==> src/rtl/irobot_rx_pkg.sv <==
// Shared types and constants for the iRobot sensor-stream receive path.
// Used by rx_packet_ctrl and rx_read_strobe.
package irobot_rx_pkg;

    typedef enum logic [1:0] {
        HUNT    = 2'd0,
        LEN     = 2'd1,
        PAYLOAD = 2'd2,
        CSUM    = 2'd3
    } rx_state_e;

    localparam logic [1:0] ERR_NONE    = 2'd0;
    localparam logic [1:0] ERR_CSUM    = 2'd1;
    localparam logic [1:0] ERR_LEN     = 2'd2;
    localparam logic [1:0] ERR_TIMEOUT = 2'd3;

    localparam logic [7:0] HEADER_DEFAULT      = 8'h13;
    localparam int         MAX_LEN_DEFAULT     = 32;
    localparam int         TIMEOUT_CYC_DEFAULT = 50000;

    // A length byte is legal when it is non-zero and no larger than the configured maximum.
    function automatic logic len_legal(input logic [7:0] len, input logic [7:0] max_len);
        return (len != 8'h00) && (len <= max_len);
    endfunction

endpackage

==> src/rtl/rx_packet_ctrl_if.sv <==
// Bundle between the RX FIFO / sensor decoder side and the packet controller.
// The controller (master) issues pops and produces frame status; the environment is the slave.
interface rx_packet_ctrl_if;

    logic       data_present;
    logic [7:0] data;
    logic       buffer_read;
    logic [7:0] pkt_byte;
    logic [5:0] pkt_idx;
    logic       pkt_valid;
    logic [5:0] frame_len;
    logic       frame_ok;
    logic       frame_err;
    logic [1:0] err_code;
    logic [7:0] err_cnt;

    modport master (
        input  data_present, data,
        output buffer_read, pkt_byte, pkt_idx, pkt_valid,
               frame_len, frame_ok, frame_err, err_code, err_cnt
    );

    modport slave (
        output data_present, data,
        input  buffer_read, pkt_byte, pkt_idx, pkt_valid,
               frame_len, frame_ok, frame_err, err_code, err_cnt
    );

endinterface

==> src/rtl/rx_read_strobe.sv <==
// Pop-strobe generator for a first-word-fall-through buffer: at most one pop every two cycles.
// A byte is consumed on the edge that ends a buffer_read-high cycle.
module rx_read_strobe
    import irobot_rx_pkg::*;
(
    input  logic       clk,
    input  logic       rst,
    input  logic       data_present_i,
    input  logic [7:0] data_i,
    output logic       buffer_read_o,
    output logic       byte_take_o,
    output logic [7:0] byte_data_o
);

    logic rd_q;
    logic rd_d;

    // Suppressing the strobe right after a pop gives the buffer a cycle to present its next head.
    assign rd_d = data_present_i & ~rd_q;

    // NOTE: sequential state uses non-blocking assignments so every flop samples pre-edge values.
    always_ff @(posedge clk or posedge rst) begin
        if (rst) begin
            rd_q <= 1'b0;
        end else begin
            rd_q <= rd_d;
        end
    end

    assign buffer_read_o = rd_q;
    assign byte_take_o   = rd_q;
    assign byte_data_o   = data_i;

endmodule

==> src/rtl/rx_packet_ctrl.sv <==
// iRobot sensor-stream framer: header, length, payload, checksum, with frame good/bad status.
// Optional inter-byte timeout is enabled by defining RX_TIMEOUT_EN.
module rx_packet_ctrl
    import irobot_rx_pkg::*;
#(
    parameter logic [7:0] HEADER      = HEADER_DEFAULT,
    parameter int         MAX_LEN     = MAX_LEN_DEFAULT,
    parameter int         TIMEOUT_CYC = TIMEOUT_CYC_DEFAULT
) (
    input  logic              clk,
    input  logic              rst,
    rx_packet_ctrl_if.master  bus
);

    localparam logic [7:0] MAX_LEN_B = 8'(MAX_LEN);

    logic       take;
    logic [7:0] rx_byte;
    logic       timeout_hit;

    rx_state_e  state_q, state_d;
    logic [7:0] acc_q, acc_d;
    logic [5:0] cnt_q, cnt_d;
    logic [5:0] frame_len_q, frame_len_d;
    logic [7:0] pkt_byte_q, pkt_byte_d;
    logic [5:0] pkt_idx_q, pkt_idx_d;
    logic       pkt_valid_q, pkt_valid_d;
    logic       frame_ok_q, frame_ok_d;
    logic       frame_err_q, frame_err_d;
    logic [1:0] err_code_q, err_code_d;
    logic [7:0] err_cnt_q, err_cnt_d;

    logic [7:0] csum_sum;
    logic       len_ok;
    logic       last_payload;

    rx_read_strobe u_read_strobe (
        .clk            (clk),
        .rst            (rst),
        .data_present_i (bus.data_present),
        .data_i         (bus.data),
        .buffer_read_o  (bus.buffer_read),
        .byte_take_o    (take),
        .byte_data_o    (rx_byte)
    );

    assign csum_sum     = acc_q + rx_byte;
    assign len_ok       = len_legal(rx_byte, MAX_LEN_B);
    assign last_payload = (cnt_q == frame_len_q - 6'd1);

`ifdef RX_TIMEOUT_EN
    localparam logic [16:0] TMO_LAST = 17'(TIMEOUT_CYC - 1);

    logic [16:0] tmo_q, tmo_d;

    // A byte consumed in the expiry cycle takes priority over the timeout.
    assign timeout_hit = (state_q != HUNT) && !take && (tmo_q == TMO_LAST);

    always_comb begin
        tmo_d = tmo_q + 17'd1;
        if ((state_q == HUNT) || take || timeout_hit) begin
            tmo_d = '0;
        end
    end

    always_ff @(posedge clk or posedge rst) begin
        if (rst) begin
            tmo_q <= '0;
        end else begin
            tmo_q <= tmo_d;
        end
    end
`else
    logic unused_timeout_cfg;

    assign unused_timeout_cfg = (TIMEOUT_CYC == 0);
    assign timeout_hit        = 1'b0;
`endif

    always_ff @(posedge clk or posedge rst) begin
        if (rst) begin
            state_q <= HUNT;
        end else begin
            state_q <= state_d;
        end
    end

    // NOTE: every combinational output gets a default first, so no path leaves it unassigned (no latch).
    always_comb begin
        state_d = state_q;
        if (take) begin
            case (state_q)
                HUNT:    if (rx_byte == HEADER) state_d = LEN;
                LEN:     state_d = len_ok ? PAYLOAD : HUNT;
                PAYLOAD: if (last_payload) state_d = CSUM;
                CSUM:    state_d = HUNT;
                default: state_d = HUNT;
            endcase
        end else if (timeout_hit) begin
            state_d = HUNT;
        end
    end

    always_comb begin
        acc_d       = acc_q;
        cnt_d       = cnt_q;
        frame_len_d = frame_len_q;
        pkt_byte_d  = pkt_byte_q;
        pkt_idx_d   = pkt_idx_q;
        pkt_valid_d = 1'b0;
        frame_ok_d  = 1'b0;
        frame_err_d = 1'b0;
        err_code_d  = err_code_q;

        if (take) begin
            case (state_q)
                HUNT: begin
                    if (rx_byte == HEADER) acc_d = HEADER;
                end
                LEN: begin
                    if (len_ok) begin
                        frame_len_d = rx_byte[5:0];
                        cnt_d       = '0;
                        acc_d       = csum_sum;
                    end else begin
                        frame_err_d = 1'b1;
                        err_code_d  = ERR_LEN;
                    end
                end
                PAYLOAD: begin
                    pkt_valid_d = 1'b1;
                    pkt_byte_d  = rx_byte;
                    pkt_idx_d   = cnt_q;
                    acc_d       = csum_sum;
                    cnt_d       = cnt_q + 6'd1;
                end
                CSUM: begin
                    if (csum_sum == 8'h00) begin
                        frame_ok_d = 1'b1;
                        err_code_d = ERR_NONE;
                    end else begin
                        frame_err_d = 1'b1;
                        err_code_d  = ERR_CSUM;
                    end
                end
                default: ;
            endcase
        end else if (timeout_hit) begin
            frame_err_d = 1'b1;
            err_code_d  = ERR_TIMEOUT;
        end

        err_cnt_d = err_cnt_q;
        if (frame_err_d && (err_cnt_q != 8'hFF)) begin
            err_cnt_d = err_cnt_q + 8'd1;
        end
    end

    always_ff @(posedge clk or posedge rst) begin
        if (rst) begin
            acc_q       <= '0;
            cnt_q       <= '0;
            frame_len_q <= '0;
            pkt_byte_q  <= '0;
            pkt_idx_q   <= '0;
            pkt_valid_q <= 1'b0;
            frame_ok_q  <= 1'b0;
            frame_err_q <= 1'b0;
            err_code_q  <= ERR_NONE;
            err_cnt_q   <= '0;
        end else begin
            acc_q       <= acc_d;
            cnt_q       <= cnt_d;
            frame_len_q <= frame_len_d;
            pkt_byte_q  <= pkt_byte_d;
            pkt_idx_q   <= pkt_idx_d;
            pkt_valid_q <= pkt_valid_d;
            frame_ok_q  <= frame_ok_d;
            frame_err_q <= frame_err_d;
            err_code_q  <= err_code_d;
            err_cnt_q   <= err_cnt_d;
        end
    end

    assign bus.pkt_byte  = pkt_byte_q;
    assign bus.pkt_idx   = pkt_idx_q;
    assign bus.pkt_valid = pkt_valid_q;
    assign bus.frame_len = frame_len_q;
    assign bus.frame_ok  = frame_ok_q;
    assign bus.frame_err = frame_err_q;
    assign bus.err_code  = err_code_q;
    assign bus.err_cnt   = err_cnt_q;

endmodule

==> src/flat_wrapper.sv <==
// flat-port wrapper written by rule: the top's interface ports become plain ports
module rx_packet_ctrl_flat import irobot_rx_pkg::*;
#(
    parameter logic [7:0] HEADER      = HEADER_DEFAULT,
    parameter int         MAX_LEN     = MAX_LEN_DEFAULT,
    parameter int         TIMEOUT_CYC = TIMEOUT_CYC_DEFAULT
)
  (clk, rst, bus_data_present, bus_data, bus_buffer_read, bus_pkt_byte, bus_pkt_idx, bus_pkt_valid, bus_frame_len, bus_frame_ok, bus_frame_err, bus_err_code, bus_err_cnt);
  rx_packet_ctrl_if bus_i ();
  input  logic clk;
  input  logic rst;
  input wire logic [$bits(bus_i.data_present)-1:0] bus_data_present;
  input wire logic [$bits(bus_i.data)-1:0] bus_data;
  output wire logic [$bits(bus_i.buffer_read)-1:0] bus_buffer_read;
  output wire logic [$bits(bus_i.pkt_byte)-1:0] bus_pkt_byte;
  output wire logic [$bits(bus_i.pkt_idx)-1:0] bus_pkt_idx;
  output wire logic [$bits(bus_i.pkt_valid)-1:0] bus_pkt_valid;
  output wire logic [$bits(bus_i.frame_len)-1:0] bus_frame_len;
  output wire logic [$bits(bus_i.frame_ok)-1:0] bus_frame_ok;
  output wire logic [$bits(bus_i.frame_err)-1:0] bus_frame_err;
  output wire logic [$bits(bus_i.err_code)-1:0] bus_err_code;
  output wire logic [$bits(bus_i.err_cnt)-1:0] bus_err_cnt;
  assign bus_i.data_present = bus_data_present;
  assign bus_i.data = bus_data;
  assign bus_buffer_read = bus_i.buffer_read;
  assign bus_pkt_byte = bus_i.pkt_byte;
  assign bus_pkt_idx = bus_i.pkt_idx;
  assign bus_pkt_valid = bus_i.pkt_valid;
  assign bus_frame_len = bus_i.frame_len;
  assign bus_frame_ok = bus_i.frame_ok;
  assign bus_frame_err = bus_i.frame_err;
  assign bus_err_code = bus_i.err_code;
  assign bus_err_cnt = bus_i.err_cnt;
  rx_packet_ctrl #(.HEADER(HEADER), .MAX_LEN(MAX_LEN), .TIMEOUT_CYC(TIMEOUT_CYC)) u_core (.clk(clk), .rst(rst), .bus(bus_i));
endmodule
==> config.mk <==
export PLATFORM = sky130hd
export DESIGN_NAME = rx_packet_ctrl_flat
export DESIGN_NICKNAME = d
export VERILOG_FILES = /design/src/rtl/irobot_rx_pkg.sv /design/src/rtl/rx_packet_ctrl_if.sv /design/src/rtl/rx_read_strobe.sv /design/src/rtl/rx_packet_ctrl.sv /design/src/flat_wrapper.sv
export SDC_FILE = /design/constraint.sdc
export NUM_CORES = 1
export LEC_CHECK = 0
export CAP_MARGIN = 20
export CORE_UTILIZATION = 53
export CTS_BUF_LIST = sky130_fd_sc_hd__clkbuf_16
export CTS_CLUSTER_DIAMETER = 50
export DETAILED_ROUTE_END_ITERATION = 16
export PLACE_DENSITY = 0.88
export SKIP_CTS_REPAIR_TIMING = 1
export SYNTH_ARGS = -nofsm -noshare
export SYNTH_HDL_FRONTEND = slang
export SYNTH_SLANG_ARGS = --single-unit
==> constraint.sdc <==
create_clock -name clk -period 3.5 [get_ports clk]
set_input_delay 0.7 -clock clk [delete_from_list [all_inputs] [get_ports clk]]
set_output_delay 0.7 -clock clk [all_outputs]
set_load 0.01 [all_outputs]
### Word-level counts from Yosys, hierarchy flattened

Cells that the tools add are included.

* logic and storage cells: 64
* bits in registers: 50
* input port bits: 11

* reduce and logical (&&, ||, !) cells: 14
* bitwise logic cells: 2
* $add $sub $neg: 4
* magnitude comparators: 1
* equality and inequality tests: 10
* multiplexer cells: 21

Operators with widths (count)
* 8-bit one-hot mux with 3 select lines: 1
* 8-bit two-way mux: 2
* 6-bit one-hot mux with 2 select lines: 1
* 3-bit AND reduction: 4
* 1-bit two-way mux: 9
* 8-bit by 1-bit adder with 8-bit output, second input constant: 1
* 8-bit adder: 1
* 8-bit by 5-bit equality test with 1-bit output, second input constant: 1
* 8-bit by 6-bit <= comparator with 1-bit output, second input constant: 1
* 8-bit logical NOT: 1
* 2-bit two-way mux: 4
* 8-bit inequality test, second input constant: 1
* 2-bit one-hot mux with 4 select lines: 1
* 8-bit nonzero test: 1
* 6-bit by 1-bit adder with 6-bit output, second input constant: 1
* 6-bit equality test: 1
* 6-bit two-way mux: 1
* 2-bit by 1-bit inequality test with 1-bit output, second input constant: 3
* 6-bit by 1-bit subtractor with 6-bit output, second input constant: 1
* 2-bit equality test, second input constant: 2
* 2-bit one-hot mux with 2 select lines: 1
* 4-bit AND reduction: 1
* 2-bit nonzero test: 2
* 3-bit nonzero test: 1
* 8 further kinds: 9

### Logic depth before layout (Yosys ltp)

* word-level depth: 6
* depth in mapped cells: 10
* mapped depth without buffers: 9

### Cells and area by module

Synthesis repeated with hierarchy kept, for this count alone.

* cell total of the unflattened synthesis: 268
* area total of the unflattened synthesis: 2839.0 µm²

By module, submodules not included
* rx_packet_ctrl: instances 1, cells each 256, area an instance 2728.9 µm², seq. area each 1226.2 µm²
* rx_read_strobe: instances 1, cells each 12, area an instance 110.1 µm², seq. area each 25.0 µm²

### Worst setup path before layout

No wires, ideal clock.

* path type: input port to flip-flop
* start: in bus_data[0]
* end: reg u_core.err_cnt_q[1], in the netlist u_core.bus.err_cnt[1]
* stages: 9
* data arrival time: 3.082 ns
* path buffers: 1
* slack: 0.293 ns
* setup time: 0.125 ns
* path through: ha_1 > fa_1 > a211oi_1 > o21ba_2 > o21ai_0 > or4b_1 > o41a_1 > buf_6 > mux2_4

* longest elaborated chain between the ends: 6
* elaborated cells between the ends (all ways): 10
* classes of those cells: add/sub: 1; order compare: 1; mux: 4; reduce/logical: 4

Ends and longest elaborated chain
* start, declared: line flat_wrapper.sv:13 `input wire logic [$bits(bus_i.data)-1:0] bus_data;`
* 8-bit adder (tied with other cells): line rx_packet_ctrl.sv:47 `assign csum_sum = acc_q + rx_byte;`
* 8-bit logical NOT / 1-bit logical AND (equally long branches): line rx_packet_ctrl.sv:138, irobot_rx_pkg.sv:23
* 1-bit two-way mux, on equally long branches: line rx_packet_ctrl.sv:138, rx_packet_ctrl.sv:121
* 1-bit one-hot mux with 2 select lines *: line rx_packet_ctrl.sv:116 `case (state_q)`
* 1-bit two-way mux *: line rx_packet_ctrl.sv:115 `if (take) begin`
* 1-bit logical AND *: line rx_packet_ctrl.sv:154 `if (frame_err_d && (err_cnt_q != 8'hFF)) begin`
* end signal, assigned: line rx_packet_ctrl.sv:181 `err_cnt_q <= err_cnt_d;`
* end, declared: line rx_packet_ctrl.sv:31 `logic [7:0] err_cnt_q, err_cnt_d;`

Mark *: on every way between the ends. The rest lies on a longest branch, timed or not.
A chain may end at the register's enable or synchronous reset.

### Worst setup path in the final report

* start: in bus_data[0]
* end: reg u_core.err_cnt_q[4], in the netlist u_core.bus.err_cnt[4]

The elaborated chain is that of the path after synthesis.

==> results.md <==
- The setup clock skew after layout is 0.004895 ns.
- The die is 72.46 um wide.
- For the worst-skew pair, the clock arrives at the later sink with an insertion delay of 0.29 ns.
- The routed layout has 2126 vias.
- The count of boundary I/O pins is 45.
- At the pin with the least slew margin, the transition time is 0.6745 ns.
- The data arrival time of the critical path is 3.54 ns.
- STA classifies the critical path startpoint as an input pin.
- Summing all flip-flop and latch instances after layout gives 1251 um2.
- The half-perimeter wire length after detailed placement is 4.118 mm.
- The number of placement rows is 25.
- The number of different library cells used by synthesis comes to 41.
- The count of cells along the worst register-to-register path is 10.
- The largest net degree at the start of global routing is 51.
- The biggest fanout along the worst timing path is 7.
- The full die area is 5250 um2.
- When the netlist entered floorplanning its net count stood at 278.
- The via count of the first global-routing pass is 2200.
- For this design the static power due to leakage is 1.547 nW.
- Setup slack on the worst reg-to-reg path comes out at 0.65 ns.
- In the routed layout, each cell is associated on average with a via count of 5.609.
- The minimum hold slack is 0.4917 ns.
- The number of buffers inserted during clock tree synthesis is 5.
- Synthesis inferred 50 register bits.
- In this run the critical register-to-register path is captured at u_core.bus.err_cnt[4]$_DFFE_PP0P_.
- The number of synthesized flops with an enable pin is 0.
- The number of antenna violations at the first check in global routing came to 0.
- The predominant post-synthesis flop cell is sky130_fd_sc_hd__dfrtp_1.
- The clock tree synthesis step divided the H-tree into 2 levels.
- The setup-violating endpoint count in the final report is 0.
- The count of warnings emitted by yosys is 0.
- The number of inserted filler cells in the final layout is 361.
- In the post-synthesis netlist, the biggest area contributors are sky130_fd_sc_hd__dfrtp_1 (48%), sky130_fd_sc_hd__mux2_2 (8.1%), sky130_fd_sc_hd__ha_1 (6.7%).
- The class of the tightest hold or removal check is reg -> reg.
- The relative slew slack is 54.92%.
- Of the synthesized area, sequential elements account for 47.55%.
- The pre-antenna-repair detailed-routing pass consisted of 4 iterations.
- The worst path needs 3.339 ns of the cycle, external delays included.
- The data required time of the critical path is 3.70 ns.
- For this run, design rule violations remaining after detail routing come to 0.
- The total wire length is 5.941 mm.
- The area growth from synthesis to layout is 29.86%.
- The share of the synthesized area in the top cell type is 47.55%.
- In this design, the stage delay of the slowest critical-path cell is 0.51 ns.
- The depth of the worst hold-timing path is 2.
- After layout, the worst path uses 95.39% of the clock period.
- For this configuration, the core starts out at a cell density of 55.34%.
- Summing every instance area after synthesis gives 2631 um2.
- The startpoint identified for the worst hold timing path is u_core.acc_q[5]$_DFFE_PP0P_.
- The multi-input combinational cells in the finished layout cover a total of 1320 um2.
- Global routing consumed, over all layers together, 24.69% of the routing resources.
- In the synthesized netlist, the cells that appear most often are sky130_fd_sc_hd__dfrtp_1 (50), sky130_fd_sc_hd__nand2_1 (31), sky130_fd_sc_hd__o21ai_0 (21).
- The detail route stage leaves a number of antenna-violating nets equal to 0.
- The final number of max-transition violations is 0.
- The sum of negative setup slack is 0 ns.
- The TritonCTS sink count is 50.
- After floorplanning, the core was sized to cover 4755 um2.
- The floorplan step set the die height to 72.46 um.
- Traced cell by cell, the critical path runs through clkdlybuf4s50_1 > ha_1 > fa_2 > xor2_1 > nor3_1 > o21ai_0 > or4b_1 > o41a_1 > buf_4 > nand4_1 > xnor2_1.
- The maximum ir drop on the vdd rail is 0.3976 mV.
- Summed over all instances, the cell type with the most area after synthesis is sky130_fd_sc_hd__dfrtp_1.
- sky130_fd_sc_hd__dfrtp_1 is the most common cell in the netlist.
- The path with the worst hold slack has its endpoint at u_core.acc_q[5]$_DFFE_PP0P_.
- The count of inserted antenna diode cells is 0.
- The initial detailed-routing violation count is 149.
- The final net count is 337.
- STA classifies the critical path endpoint as a flip-flop.
- The worst flop-to-flop path startpoint is u_core.acc_q[0]$_DFFE_PP0P_.
- The cell count after synthesis is 252.
- The maximum clock path buffer count is 2.
- The final global-route overflow total is 0.
- The clock tree from TritonCTS is built.
- The type of the setup path with the least slack is in -> reg.
- The run finished with clean final reports.
- On the critical path, the stage with the largest delay is an instance of sky130_fd_sc_hd__or4b_1.
- After synthesis, the mean cell area works out to 10.44 um2.
- The congestion estimate from routability-driven global placement came to 0.8495.
- The fraction of layout cells with a size suffix above 1 is 15.71%.
- Across the run, the number of max-cap violations was 0.
- Clock-pin slew was measured on the worst setup and hold paths at 0.06 ns.
- Derived from the worst setup path, the maximum achievable clock frequency is 299.5 MHz.
- The global-route wire length before repair is 10.02 mm.
- In the final routed layout, each cell accounts on average for 15.68 um.
- The ratio of total power to cell area is 764.2 nW/um2.
- The fraction of registers with async set or reset after synthesis is 100.0%.
- The root buffer cell is sky130_fd_sc_hd__clkbuf_16.
- The number of hold violations in the final report is 0.
- Input and output buffers added on the ports amount to 44.
==> power breakdown <==
group | switching (mW) | total [mW] | leakage, nW | internal (mW)
Combinational | 0.562 | 1.18 | 0.814 | 0.614
Clock | 0.204 | 0.536 | 0.0864 | 0.332
Sequential | 0.156 | 0.899 | 0.647 | 0.743
Total | 0.921 | 2.61 | 1.55 | 1.69
==> registers in the layout, summed over array words and instances, names as in the netlist, named ones only <==
| signal | count |
|---|---|
| u_core.bus.frame_ok | 1 |
| u_core.bus.frame_len | 6 |
| u_core.bus.frame_err | 1 |
| u_core.bus.err_code | 2 |
| u_core.bus.pkt_valid | 1 |
| u_core.cnt_q | 6 |
| u_core.u_read_strobe.buffer_read_o | 1 |
| u_core.bus.pkt_idx | 6 |
| u_core.acc_q | 8 |
| u_core.bus.pkt_byte | 8 |
| u_core.bus.err_cnt | 8 |
| u_core.state_q | 1 |
==> through the flow <==
stage	instances	utilization [%]	worst slack [ns]	cell area (um2)	total power, mW
2_1_floorplan	252	-	0.2930	2631	1.566
3_3_place_gp	370	67.87	-0.1377	3227	1.987
3_5_place_dp	370	67.87	-0.2257	3227	2.045
4_1_cts	378	71.29	0.06309	3390	2.598
5_1_grt	379	71.87	-0.01578	3417	2.779
6_report	379	71.87	0.1612	3417	2.611
==> logic make-up after synthesis <==
| kind of cell | Yosys count | synth area share, % |
|---|---|---|
| buf+inv | 16 | 2.568 |
| xor+xnor | 19 | 6.324 |
| compound gates | 50 | 12.22 |
| flops | 50 | 47.55 |
| simple gates | 82 | 15.22 |
| fa+ha+maj | 15 | 7.418 |
| mux | 20 | 8.702 |
==> cell type report <==
type | instances | share of cell area, %
flip-flops and latches | 50 | 36.62
clock inverters | 3 | 1.098
clock buffers | 5 | 3.662
inverters | 9 | 0.9886
repair buffers | 59 | 16.55
multi-input cells | 186 | 38.63
well taps | 67 | 2.453
==> metal layers <==
metal	global-route usage, %	wire [um]	vias up
met1	30.90	2585	1053
li1	-	-	1003
met2	41.12	3009	61
met4	9.804	107	0
met3	6.111	238	9
met5	0	0	-
==> worst max-delay path, delay by kind of cell <==
kind,cells,cell delay (ns)
and+or+nand+nor,3,0.77
buffers and inverters,2,0.62
adders and majority gates,2,0.61
AOI/OAI and AO/OA,2,0.50
xor gates and xnor gates,2,0.33
==> placed cells by master, fill, tap and decap left out, drive strengths merged, types with 9 or more instances in the layout <==
cell type,instances
o21ai,22
a21oi,9
xnor2,13
nor2,13
buf,15
clkdlybuf4s50,44
mux2,20
ha,14
nand2,31
inv,11
dfrtp,50
==> worst max-delay path by stage <==
| stage | slack, ns | endpoint | startpoint |
|---|---|---|---|
| 2_1_floorplan | 0.29 | u_core.bus.err_cnt[1]$_DFFE_PP0P_ | bus_data[0] |
| 3_3_place_gp | -0.14 | u_core.bus.err_cnt[6]$_DFFE_PP0P_ | bus_data[0] |
| 3_5_place_dp | -0.23 | u_core.bus.err_cnt[4]$_DFFE_PP0P_ | bus_data[0] |
| 4_1_cts | 0.06 | u_core.bus.err_cnt[4]$_DFFE_PP0P_ | bus_data[0] |
| 5_1_grt | -0.02 | u_core.bus.err_cnt[4]$_DFFE_PP0P_ | bus_data[2] |
| 6_report | 0.16 | u_core.bus.err_cnt[4]$_DFFE_PP0P_ | bus_data[0] |
Note: power is estimated with default switching activity, not from simulation.
